--- src/rtl/dco_pkg.sv ---
// Shared constants for the DCO capacitor-bank selector read-back path.
package dco_pkg;

  localparam int DCO_ROW_W  = 4;
  localparam int DCO_SIZE   = 1 << DCO_ROW_W;
  localparam int DCO_WORD_W = 2 * DCO_ROW_W;

  // Bit positions inside the per-sample error flag vector
  localparam int ERR_RALL = 0;
  localparam int ERR_ROW  = 1;
  localparam int ERR_COL  = 2;

  // Bank reset state selects half of the rows fully: word = (SIZE/2)*SIZE
  function automatic int rst_word(input int size);
    return (size / 2) * size;
  endfunction

  localparam int RST_WORD = rst_word(DCO_SIZE);

endpackage

--- src/rtl/therm_chk.sv ---
// Run-length / legality checker for one selector vector.
// ones_mode=0: counts the zero run from bit 0 (r_all style, zeros then ones).
// ones_mode=1: counts the ones run, anchored at bit 0 or (msb_anchor) bit SIZE-1.
module therm_chk #(
  parameter int SIZE = 16
) (
  input  logic [SIZE-1:0]          vec,
  input  logic                     ones_mode,
  input  logic                     msb_anchor,
  output logic [$clog2(SIZE+1)-1:0] run,
  output logic                     legal
);

  localparam int RUN_W = $clog2(SIZE+1);

  logic [SIZE-1:0] v;

  // Normalise every mode to "zeros from bit 0, then ones"
  always_comb begin
    v = '0;
    for (int i = 0; i < SIZE; i++) v[i] = msb_anchor ? vec[SIZE-1-i] : vec[i];
    if (ones_mode) v = ~v;
  end

  // Zero-run length = index of the lowest set bit, SIZE when none is set
  always_comb begin
    run = RUN_W'(SIZE);
    for (int i = SIZE - 1; i >= 0; i--) begin
      if (v[i]) run = RUN_W'(i);
    end
  end

  // Legal only if every bit at or above the run is one
  always_comb begin
    legal = 1'b1;
    for (int i = 0; i < SIZE; i++) begin
      if (v[i] != (RUN_W'(i) >= run)) legal = 1'b0;
    end
  end

endmodule

--- src/rtl/row_col_dec.sv ---
// Read-back decoder: r_all/row/col selector arrays -> binary tuning word,
// with legality flags, word-to-word delta and a saturating error counter.
module row_col_dec
  import dco_pkg::*;
#(
  parameter int ROW_W  = DCO_ROW_W,
  parameter int WORD_W = 2 * ROW_W,
  parameter int SIZE   = 1 << ROW_W,
  parameter int CNT_W  = 8
) (
  input  logic                     clk,
  input  logic                     rst,
  input  logic                     in_valid,
  input  logic [SIZE-1:0]          r_all,
  input  logic [SIZE-1:0]          row,
  input  logic [SIZE-1:0]          col,
  input  logic                     err_clr,
  output logic                     out_valid,
  output logic [WORD_W-1:0]        word,
  output logic signed [WORD_W:0]   delta,
  output logic [2:0]               err,
  output logic [CNT_W-1:0]         err_cnt
);

  localparam int RUN_W = $clog2(SIZE+1);
  localparam logic [WORD_W-1:0] RST_W = WORD_W'(rst_word(SIZE));

  function automatic logic [CNT_W-1:0] sat_inc(input logic [CNT_W-1:0] c);
    return (&c) ? c : c + 1'b1;
  endfunction

  logic [SIZE-1:0] r_all_p1, row_p1, col_p1;
  logic            vld_p1;

  logic [RUN_W-1:0]        r_run, c_run;
  logic                    r_legal, c_legal;
  logic [2:0]              err_d;
  logic [WORD_W-1:0]       w_d;
  logic signed [WORD_W:0]  delta_d;

  // ---- stage 1: capture the selector arrays
  always_ff @(posedge clk or negedge rst) begin
    if (!rst) begin
      vld_p1   <= 1'b0;
      r_all_p1 <= '0;
      row_p1   <= '0;
      col_p1   <= '0;
    end else begin
      vld_p1 <= in_valid;
      if (in_valid) begin
        r_all_p1 <= r_all;
        row_p1   <= row;
        col_p1   <= col;
      end
    end
  end

  therm_chk #(.SIZE(SIZE)) u_rall_chk (
    .vec(r_all_p1), .ones_mode(1'b0), .msb_anchor(1'b0),
    .run(r_run), .legal(r_legal)
  );

  // Column fill direction alternates with row parity (serpentine bank layout)
  therm_chk #(.SIZE(SIZE)) u_col_chk (
    .vec(col_p1), .ones_mode(1'b1), .msb_anchor(r_run[0]),
    .run(c_run), .legal(c_legal)
  );

  // Decode and legality of the registered sample
  always_comb begin
    err_d           = '0;
    err_d[ERR_RALL] = ~r_legal;
    err_d[ERR_ROW]  = (r_run == RUN_W'(SIZE)) || (row_p1 != (SIZE'(1) << r_run));
    err_d[ERR_COL]  = ~c_legal || (c_run == RUN_W'(SIZE));
    w_d             = {r_run[ROW_W-1:0], c_run[ROW_W-1:0]};
    delta_d         = $signed({1'b0, w_d}) - $signed({1'b0, word});
  end

  // ---- stage 2: publish result, hold word/delta on illegal samples
  always_ff @(posedge clk or negedge rst) begin
    if (!rst) begin
      out_valid <= 1'b0;
      err       <= '0;
      word      <= RST_W;
      delta     <= '0;
    end else begin
      out_valid <= vld_p1;
      if (vld_p1) begin
        err <= err_d;
        if (err_d == 3'b000) begin
          word  <= w_d;
          delta <= delta_d;
        end
      end
    end
  end

  // Saturating illegal-sample counter, clear wins over increment
  always_ff @(posedge clk or negedge rst) begin
    if (!rst) begin
      err_cnt <= '0;
    end else if (err_clr) begin
      err_cnt <= '0;
    end else if (vld_p1 && (err_d != 3'b000)) begin
      err_cnt <= sat_inc(err_cnt);
    end
  end

endmodule

--- config.mk ---
export PLATFORM = sky130hd
export DESIGN_NAME = row_col_dec
export DESIGN_NICKNAME = d
export VERILOG_FILES = /design/src/rtl/dco_pkg.sv /design/src/rtl/therm_chk.sv /design/src/rtl/row_col_dec.sv
export SDC_FILE = /design/constraint.sdc
export NUM_CORES = 1
export LEC_CHECK = 0
export ABC_AREA = 0
export CORE_ASPECT_RATIO = 0.7
export CORE_MARGIN = 2
export CORE_UTILIZATION = 44
export DETAILED_ROUTE_END_ITERATION = 10
export PLACE_DENSITY = 0.68
export SYNTH_ARGS = -nofsm -noshare
export SYNTH_HDL_FRONTEND = slang
export SYNTH_SLANG_ARGS = --single-unit
--- constraint.sdc ---
create_clock -name clk -period 7.4 [get_ports clk]
set_clock_uncertainty 0.2 [all_clocks]
set_input_delay 2.22 -clock clk [delete_from_list [all_inputs] [get_ports clk]]
set_output_delay 2.22 -clock clk [all_outputs]
set_load 0.03 [all_outputs]
==> qor.csv <==
metric,value,unit
"commonest non-fill, non-tap cell in the layout",clkdlybuf4s50_1,
largest cells by area after synthesis,"dfrtp_1 (41%), mux2_2 (9.8%), o21ai_0 (4.2%), nand2_1 (3.8%), a21oi_1 (3.0%)",
Worst Tran Pin Value,0.9999,ns
Routed WL,12390,µm
Ports,81,
clk slew on worst S/H paths,0.06,ns
Peak VDD IR,0.0001179,V
Util after Layout,56.70,%
final number of setup-violating endpoints,0,
wire per inst,17.64,µm
Cells after Synth,499,
P_leak,2.310,nW
Metal-1 WL,6273,µm
hold_ws,0.2734,ns
Period minus WS final,4.359,ns
Clock Tree Root,clkbuf_16,
via count,4184,
TritonCTS buffer count,9,
gr usage total,22.02,%
IO buf count,80,
initial DRC count,404,
vias in the first global route,3838,
P&R area growth vs syn,24.63,%
post-synthesis register bit count,78,
most frequent cells in the layout,"clkdlybuf4s50_1 (78), dfrtp_1 (77), nand2_1 (48)",
launching point of the worst reg2reg path,r_all_p1[7],
sequential area share after synthesis,41.30,%
crit share post-route,58.91,%
fin. max-slew vios,0,
Yosys cell types,75,
Post-synth top flop,dfrtp_1,
DP HPWL,8969,µm
min-delay src,delta[3],
row count,31,
largest net degree at the start of global routing,79,
RSZ-0062 raised after global routing,false,
buffers inserted by post-CTS timing repair,0,
Max stage delay on crit path,0.48,ns
CTS tree,yes,
Core ar.,10400,µm²
metal3 WL,938,µm
"FFs w/ async S/R, synth",100.0,%
Max-slew headroom,33.34,%
initial antenna violation count,0,
syn_area_per_cell,9.478,µm²
critical path launch point type,flip-flop,
Post-CTS Hold Buffers,0,
cell mode on critical path,a21oi_1,
"Cell Area, Synth",4730,µm²
Design Power,1.161,mW
Max Cap Viol,0,
worst skew pair latency,0.34,ns
CP Data Required Time,7.42,ns
Post-synth EDFFs,0,
kind of critical path,reg -> reg,
PostCTS Resize Cnt,0,
CP max FO,13,
share of cells above drive strength 1,14.91,%
metal2 WL,4977,µm
Initial Util,45.50,%
FILL cells,936,
uppermost layer routed,met4,
Mapped Nets,560,
first-pass GRT wire length,20400,µm
"Hold Vio Cnt, Final",0,
die footprint,11610,µm²
GPL Wtd Cong,0.9258,
Antenna Nets Post-Route,0,
Max H-tree Level,3,
# DRC,0,
drt pass-1 iters,5,
Worst EP arrival,4.38,ns
Worst path slowest cell,a21o_1,
grt ovf,0,
status,finished clean,
Via density,5.960,
Worst setup startpoint,r_all_p1[7],
clk sinks,78,
Critical Path Sink Type,flip-flop,
PD cells,197.0,nW/µm²
CP cell instances,nand2b_1 -> a21oi_1 -> a2111o_1 -> a21o_1 -> inv_1 -> or3_1 -> o21ai_0 -> ha_1 -> or2_2 -> a21oi_1 -> inv_1 -> a31o_2 -> a21oi_1 -> xnor2_1 -> mux2_2,
Max Root-Sink Buffers,2,
Die Y,90.74,µm
top cell type's share of synthesized area,40.74,%
Final #Nets,626,
worst hold path class,reg -> reg,
setup TNS,0,ns
Syn. warnings,0,
Die Width,127.9,µm
ANT cells,0,
leading area contributor after synthesis,dfrtp_1,
Max Fclk,0.2294,GHz
[final cells by class]
cell class                      count  area, µm²  share of cell area [%]
Clock buffer                       10      239.0                   4.054
Clock inverter                      6      68.82                   1.167
Inverter                           27      101.3                   1.719
Multi-Input combinational cell    367       2559                   43.41
Sequential cell                    78       1953                   33.14
Tap cell                          132      165.2                   2.802
Timing Repair Buffer               82      808.3                   13.71
[cell families (layout without fill, tap and decap cells)]
| group | count (synthesis) | count (layout) | share of synthesized area (%) |
|---|---|---|---|
| AND/OR/NAND/NOR | 159 | 159 | 18.23 |
| AO/OA/AOI/OAI | 143 | 143 | 20.71 |
| flip-flops | 78 | 78 | 41.30 |
| buffers and inverters | 54 | 125 | 4.603 |
| multiplexers | 46 | 46 | 10.93 |
| XOR/XNOR | 10 | 10 | 1.852 |
| adder cells (fa/ha/maj) | 9 | 9 | 2.381 |
[layer usage]
layer	vias to the layer above	global-route usage [%]
met2	173	29.55
met1	2003	34.32
met3	19	6.043
li1	1989	-
met4	0	5.678
met5	-	0
[sequential cells by signal (all words and copies together), names as in the netlist]
name,cells
out_valid,1
r_all_p1,16
err_cnt,8
row_p1,16
col_p1,16
delta,9
err,3
word,8
vld_p1,1
[critical path, delay by kind of cell (launching register included)]
| kind | cells | cell delay (ns) |
|---|---|---|
| xor gates and xnor gates | 1 | 0.08 |
| adders and majority gates | 1 | 0.32 |
| muxes | 1 | 0.26 |
| buffers and inverters | 2 | 0.34 |
| AOI/OAI and AO/OA | 7 | 1.74 |
| and+or+nand+nor | 3 | 0.85 |
| DFF | 1 | 0.44 |
[Yosys cell counts (3+ instances only)]
cell      count
mux2i_1       4
nand3_1      12
inv_1        27
nand2b_1      5
o22ai_1      10
nor3_1        5
ha_1          9
mux2_2       41
o211ai_1      5
o21ai_0      40
nor2_1       32
nand3b_1      3
nand2_1      48
a21oi_1      28
or4_1         6
a211oi_1      3
o31ai_1       7
nor2b_1       4
or3_1         3
nor4_1        6
a311oi_1      4
o21a_1        3
nand4_1      10
dfrtp_1      77
a21boi_0      3
or2_2         4
xnor2_1       4
o221ai_1      3
or4_4         3
a21o_1        4
clkbuf_1     20
xor2_1        6
[power by group]
part / internal, mW / switching (mW) / total [mW]
clock network: 0.273 / 0.182 / 0.454
registers: 0.454 / 0.0458 / 0.499
logic: 0.0963 / 0.111 / 0.208
total: 0.823 / 0.339 / 1.16
[metrics by stage]
| step | setup WS, ns | area (µm²) | cells |
|---|---|---|---|
| after global routing | 2.737 | 5894 | 702 |
| after global placement | 3.225 | 5587 | 686 |
| final | 3.041 | 5894 | 702 |
| after detailed placement | 3.071 | 5587 | 686 |
| after floorplan | 3.704 | 4730 | 499 |
| after CTS | 3.057 | 5894 | 702 |
[worst paths after layout]
kind / to / slack, ns / cells after the start
min: delta[3] / 0.27 / 2
min in group asynchronous: col_p1[7] / 1.84 / 1
max reg2reg: delta[7] / 3.04 / 15
min reg2reg: delta[3] / 0.27 / 2
max: delta[7] / 3.04 / 15
max in group asynchronous: delta[5] / 4.51 / 1
(Power assumes the default switching activity.)
